**config.mk**
```make
export PLATFORM = sky130hd
export DESIGN_NAME = orao_autotype_flat
export DESIGN_NICKNAME = d
export VERILOG_FILES = /design/src/rtl/orao_autotype_if.sv /design/src/rtl/orao_autotype.sv /design/src/flat_wrapper.sv
export SDC_FILE = /design/constraint.sdc
export NUM_CORES = 1
export LEC_CHECK = 0
export CORE_ASPECT_RATIO = 1.5
export CORE_MARGIN = 5
export CORE_UTILIZATION = 52
export DETAILED_ROUTE_END_ITERATION = 8
export PLACE_DENSITY = 0.83
export SYNTH_ARGS = -nofsm -noshare
export SYNTH_HDL_FRONTEND = slang
export SYNTH_SLANG_ARGS = --single-unit
export TNS_END_PERCENT = 20
```
**constraint.sdc**
```tcl
create_clock -name clk -period 2.1 [get_ports clk]
set_input_delay 0.42 -clock clk [delete_from_list [all_inputs] [get_ports clk]]
set_output_delay 0.42 -clock clk [all_outputs]
set_load 0.005 [all_outputs]
```
**src/rtl/orao_autotype_if.sv**
```systemverilog
// Start request and synthetic keyboard/reset outputs of the Orao autotyper.
interface orao_autotype_if;
  logic       start;
  logic       n_reset_out;
  logic       key_b;
  logic       key_c;
  logic       key_enter;
  logic       busy;
  logic [3:0] step;

  modport master (
    output start,
    input  n_reset_out,
    input  key_b,
    input  key_c,
    input  key_enter,
    input  busy,
    input  step
  );

  modport slave (
    input  start,
    output n_reset_out,
    output key_b,
    output key_c,
    output key_enter,
    output busy,
    output step
  );
endinterface

```
**src/rtl/orao_autotype.sv**
```systemverilog
// Orao autotyper: resets the core, then types B, C, ENTER, ENTER in fixed-length
// slots; optionally repeats after a holdoff of idle slots.
module orao_autotype #(
  parameter int unsigned SLOT_BITS  = 22,
  parameter int unsigned IDLE_SLOTS = 16,
  parameter int unsigned LOOP       = 1
) (
  input  logic             clk,
  input  logic             reset,
  orao_autotype_if.slave   bus
);

  localparam int unsigned SLOT_W    = SLOT_BITS;
  localparam int unsigned IDX_W     = 4;
  localparam int unsigned LAST_SLOT = 8;
  localparam int unsigned STEP_IDLE = 9;
  localparam int unsigned HOLD_W    = (IDLE_SLOTS > 1) ? $clog2(IDLE_SLOTS) : 1;
  localparam int unsigned HOLD_LAST = (IDLE_SLOTS == 0) ? 0 : IDLE_SLOTS - 1;

  typedef enum logic [1:0] {
    ST_RUN     = 2'd0,
    ST_HOLDOFF = 2'd1,
    ST_DONE    = 2'd2
  } state_t;

  state_t              r_state;
  logic [IDX_W-1:0]    r_slot;
  logic [SLOT_W-1:0]   r_cnt;
  logic [HOLD_W-1:0]   r_hold;

  logic                w_wrap;
  logic                w_n_reset;
  logic                w_key_b;
  logic                w_key_c;
  logic                w_key_enter;
  logic                w_busy;
  logic [IDX_W-1:0]    w_step;

  // Slot counter is about to roll over from all-ones to zero.
  assign w_wrap = &r_cnt;

  // Sequencer: walks the script slots, then holdoff or waits for start.
  always_ff @(posedge clk) begin
    if (reset) begin
      r_state <= ST_RUN;
      r_slot  <= '0;
      r_cnt   <= '0;
      r_hold  <= '0;
    end else begin
      case (r_state)
        ST_RUN: begin
          // start is deliberately ignored while the script runs
          r_cnt <= r_cnt + SLOT_W'(1);
          if (w_wrap) begin
            if (r_slot == IDX_W'(LAST_SLOT)) begin
              r_state <= (LOOP != 0) ? ST_HOLDOFF : ST_DONE;
              r_slot  <= '0;
              r_hold  <= '0;
            end else begin
              r_slot <= r_slot + IDX_W'(1);
            end
          end
        end

        ST_HOLDOFF: begin
          if (bus.start || (IDLE_SLOTS == 0)) begin
            r_state <= ST_RUN;
            r_slot  <= '0;
            r_cnt   <= '0;
            r_hold  <= '0;
          end else begin
            r_cnt <= r_cnt + SLOT_W'(1);
            if (w_wrap) begin
              if (r_hold == HOLD_W'(HOLD_LAST)) begin
                r_state <= ST_RUN;
                r_slot  <= '0;
                r_hold  <= '0;
              end else begin
                r_hold <= r_hold + HOLD_W'(1);
              end
            end
          end
        end

        ST_DONE: begin
          if (bus.start) begin
            r_state <= ST_RUN;
            r_slot  <= '0;
            r_cnt   <= '0;
            r_hold  <= '0;
          end
        end

        default: begin
          r_state <= ST_RUN;
          r_slot  <= '0;
          r_cnt   <= '0;
          r_hold  <= '0;
        end
      endcase
    end
  end

  // Output decode from state, slot index and reset; no extra pipeline stage so
  // pulses line up exactly with slot boundaries and reset acts immediately.
  always_comb begin
    w_n_reset   = 1'b1;
    w_key_b     = 1'b0;
    w_key_c     = 1'b0;
    w_key_enter = 1'b0;
    w_busy      = 1'b0;
    w_step      = IDX_W'(STEP_IDLE);
    if (reset) begin
      w_n_reset = 1'b0;
      w_busy    = 1'b1;
      w_step    = '0;
    end else if (r_state == ST_RUN) begin
      w_busy = 1'b1;
      w_step = r_slot;
      case (r_slot)
        IDX_W'(0): w_n_reset   = 1'b0;
        IDX_W'(2): w_key_b     = 1'b1;
        IDX_W'(4): w_key_c     = 1'b1;
        IDX_W'(6): w_key_enter = 1'b1;
        IDX_W'(8): w_key_enter = 1'b1;
        default: ;
      endcase
    end
  end

  assign bus.n_reset_out = w_n_reset;
  assign bus.key_b       = w_key_b;
  assign bus.key_c       = w_key_c;
  assign bus.key_enter   = w_key_enter;
  assign bus.busy        = w_busy;
  assign bus.step        = w_step;

endmodule

```
**src/flat_wrapper.sv**
```systemverilog
// flat-port wrapper written by rule: the top's interface ports become plain ports
module orao_autotype_flat 
#(
  parameter int unsigned SLOT_BITS  = 22,
  parameter int unsigned IDLE_SLOTS = 16,
  parameter int unsigned LOOP       = 1
)
  (clk, reset, bus_start, bus_n_reset_out, bus_key_b, bus_key_c, bus_key_enter, bus_busy, bus_step);
  orao_autotype_if bus_i ();
  input  logic clk;
  input  logic reset;
  input wire logic [$bits(bus_i.start)-1:0] bus_start;
  output wire logic [$bits(bus_i.n_reset_out)-1:0] bus_n_reset_out;
  output wire logic [$bits(bus_i.key_b)-1:0] bus_key_b;
  output wire logic [$bits(bus_i.key_c)-1:0] bus_key_c;
  output wire logic [$bits(bus_i.key_enter)-1:0] bus_key_enter;
  output wire logic [$bits(bus_i.busy)-1:0] bus_busy;
  output wire logic [$bits(bus_i.step)-1:0] bus_step;
  assign bus_i.start = bus_start;
  assign bus_n_reset_out = bus_i.n_reset_out;
  assign bus_key_b = bus_i.key_b;
  assign bus_key_c = bus_i.key_c;
  assign bus_key_enter = bus_i.key_enter;
  assign bus_busy = bus_i.busy;
  assign bus_step = bus_i.step;
  orao_autotype #(.SLOT_BITS(SLOT_BITS), .IDLE_SLOTS(IDLE_SLOTS), .LOOP(LOOP)) u_core (.clk(clk), .reset(reset), .bus(bus_i));
endmodule
```
==> results.yml <==
synth:
  synth-seq-cells: 31
  syn_nets: 205
  syn-instance-count: 197
  synth.top_cell.area_share_pct: 38.8
  avgSynthCellArea_sq_um: 8.11
  synth_area_leaders: "dfxtp_1, nand3_1, nor2_1, xor2_1, ha_1"
  ys_types: 36
  syn_area_sq_um: 1600
  yosysWarnings: 0
  synth_area_leader_cell: "dfxtp_1"
  seq_area_frac_synth_pct: 38.8
global_routing:
  antenna_found_initial: 0
  grt_pass1_wl_um: 5950
  gr-total-overflow: 0
  grt_pass1_vias: 1459
  grt_max_degree: 14
  grt_use_total_pct: 16.9
clocking:
  cts_buffers: 5
  insertion_delay_ps: 280
  htree_levels: 2
  holdBufCountCts: 0
  cts_tree: "done"
  root_buffer: "clkbuf_8"
  clk_pin_slew_worst_paths_ps: 60
  clock_path_buffers: 2
  clock-sinks: 31
setup_path:
  critical_path_arrival_ps: 1690
  endpoint_kind: "output port"
  critPathSlowestCell: "clkdlybuf4s50_1"
  crit_chain: "clkdlybuf4s50_1 > nor3_2 > and3_1 > clkdlybuf4s50_1"
  crit_family: "buffers and inverters"
  crit_type: "primary input to output port"
  start_kind: "primary input"
  path_common_cell: "clkdlybuf4s50_1"
  worst_path_largest_cell_delay_ps: 490
  worst_ep_required_time_ps: 1680
  cp.buffers_inverters: 2
  crit_path_max_fanout: 3
cells_and_area:
  drive_gt1_share_pct: 13.9
  mostFrequentLayoutCell: "dfxtp_1"
  nFillCells: 256
  num_antenna_cells: 0
  multi_input_area_sq_um: 927
  final_cells: 262
  seqCellArea_sq_um: 621
  final_cell_mix: "dfxtp_1, nor2_1, nand3_1"
  finish.utilization_pct: 66.1
  syn2layout_area_growth_pct: 21.8
  finalNetCount: 230
sta:
  final_hold_viol_count: 0
  max_freq_ghz: 0.473
  hold_slack_ps: 476
  skew_ps: 4.59
  period_needed_ps: 2110
  max_slew_margin_pct: 76.0
  worstMarginPinSlew_ps: 359
  fin_ws_ps: -14.3
  maxSlewViolCount: 0
  final-setup-viol-count: 2
  rsz0062_at_grt: "true"
  fin_crit_sh_pct: 101
drt:
  routed_wl_um: 3260
  viasPerCell: 5.66
  drt_pass1_iterations: 4
  drc: 0
  num_vias: 1482
  wl_per_cell_um: 12.5
  drt_iter0_drc: 56
  ant_nets: 0
power:
  p_comb_share_pct: 6.4
  power.share.sequential_pct: 51.1
  netSwitchingPower_mw: 0.251
  clockPowerShare_pct: 42.5
  intPower_mw: 0.933
  p_sw_share_pct: 21.2
  p_leak_nw: 0.780
  peakVddDrop_uv: 525
  powerDensity_nw_per_um2: 609
job:
  maxCapViolCount: 0
run_status:
  outcome: "finished with violations"
  violations: "setup timing"
floorplan:
  num_rows: 24
  die_w_um: 55.3
  die_h_um: 77.9
  dieArea_sq_um: 4300
  initial_utilization_pct: 54.3
  io_pins: 12
  core_sq_um: 2940
placed_design:
  dp_cells: 253
  numPortBuffers: 11
  place.gp.congestion: 0.822
  hpwl_um: 2420
worst_hold_path:
  hold_class: "flip-flop to flip-flop"
area by class of cell:
| cell class | instances | area share (%) |
|---|---|---|
| Multi-Input combinational cell | 152 | 47.7 |
| Tap cell | 39 | 2.51 |
| Clock buffer | 8 | 5.14 |
| Timing Repair Buffer | 26 | 11.6 |
| Sequential cell | 31 | 31.9 |
| Inverter | 6 | 1.16 |
cells by family (layout without fill, tap and decap cells):
kind of cell / count (synthesis) / count (layout) / share of synthesized area (%)
AND/OR/NAND/NOR: 108 / 108 / 35.9
AO/OA/AOI/OAI: 22 / 22 / 8.38
XOR/XNOR: 17 / 17 / 9.32
adder cells (fa/ha/maj): 5 / 5 / 3.92
flip-flops: 31 / 31 / 38.8
buffers and inverters: 14 / 40 / 3.68
state kept, by name, indices dropped and copies added, names as in the netlist:
register and count:
u_core.r_cnt 22, u_core.r_hold 4, u_core.r_slot 4, u_core.r_state 1
synthesized netlist by cell type, drive strengths merged:
library cell / n
a21o: 2
a21oi: 7
a22o: 1
a311o: 1
a31oi: 2
and2: 3
and3: 5
and3b: 1
and4: 6
buf: 3
clkbuf: 5
dfxtp: 31
ha: 5
inv: 6
nand2: 14
nand2b: 3
nand3: 21
nand4: 9
nor2: 26
nor2b: 1
nor3: 9
nor4: 2
o211ai: 1
o21ai: 6
o31ai: 2
or2: 1
or3: 5
or4: 2
xnor2: 7
xor2: 10
repair_timing:
action | in CTS | in global routing
setup buffers | 1 | 0
pin swaps | 0 | 0
resized for setup | 6 | 3
setup endpoints to repair | 5 | 5
power by group through the flow:
stage,clock (mW),sequential (mW),combinational (mW)
after floorplan,0,0.615,0.0425
after global placement,0,0.617,0.0731
after detailed placement,0,0.617,0.0744
after global routing,0.556,0.606,0.0859
final,0.503,0.605,0.0764
after CTS,0.523,0.605,0.0782
metal layers:
layer	GRT usage [%]	up-vias	share of wire, %
met5	0	-	0
met4	10.7	0	2.9
met3	5.15	10	4.4
met2	29.5	32	51
met1	17.3	691	42
li1	-	749	-
metrics by stage:
| step | setup slack (ps) | setup TNS [ps] | area [sq um] | power (mW) |
|---|---|---|---|---|
| after global placement | -41.5 | -82.5 | 1830 | 0.690 |
| final | -14.3 | -20.4 | 1950 | 1.18 |
| after floorplan | 215 | 0 | 1600 | 0.658 |
| after global routing | -52.7 | -103 | 1950 | 1.25 |
| after CTS | -24.4 | -43.3 | 1940 | 1.21 |
| after detailed placement | -106 | -216 | 1830 | 0.692 |
worst register-to-register path, delay by kind of cell (launching register included):
kind | cells | cell delay, ps
buf+inv | 2 | 200
simple gates | 5 | 1210
fa+ha+maj | 1 | 200
flops | 1 | 310
worst paths after layout:
kind                    startpoint                to  slack (ps)  cells after the start
setup / recovery             reset         bus_key_b         -10                      4
hold / removal     u_core.r_cnt[0]   u_core.r_cnt[0]         480                      1
setup reg to reg  u_core.r_slot[0]  u_core.r_hold[0]         130                      8
hold reg to reg    u_core.r_cnt[0]   u_core.r_cnt[0]         480                      1
Note: power is estimated with default switching activity, not from simulation.
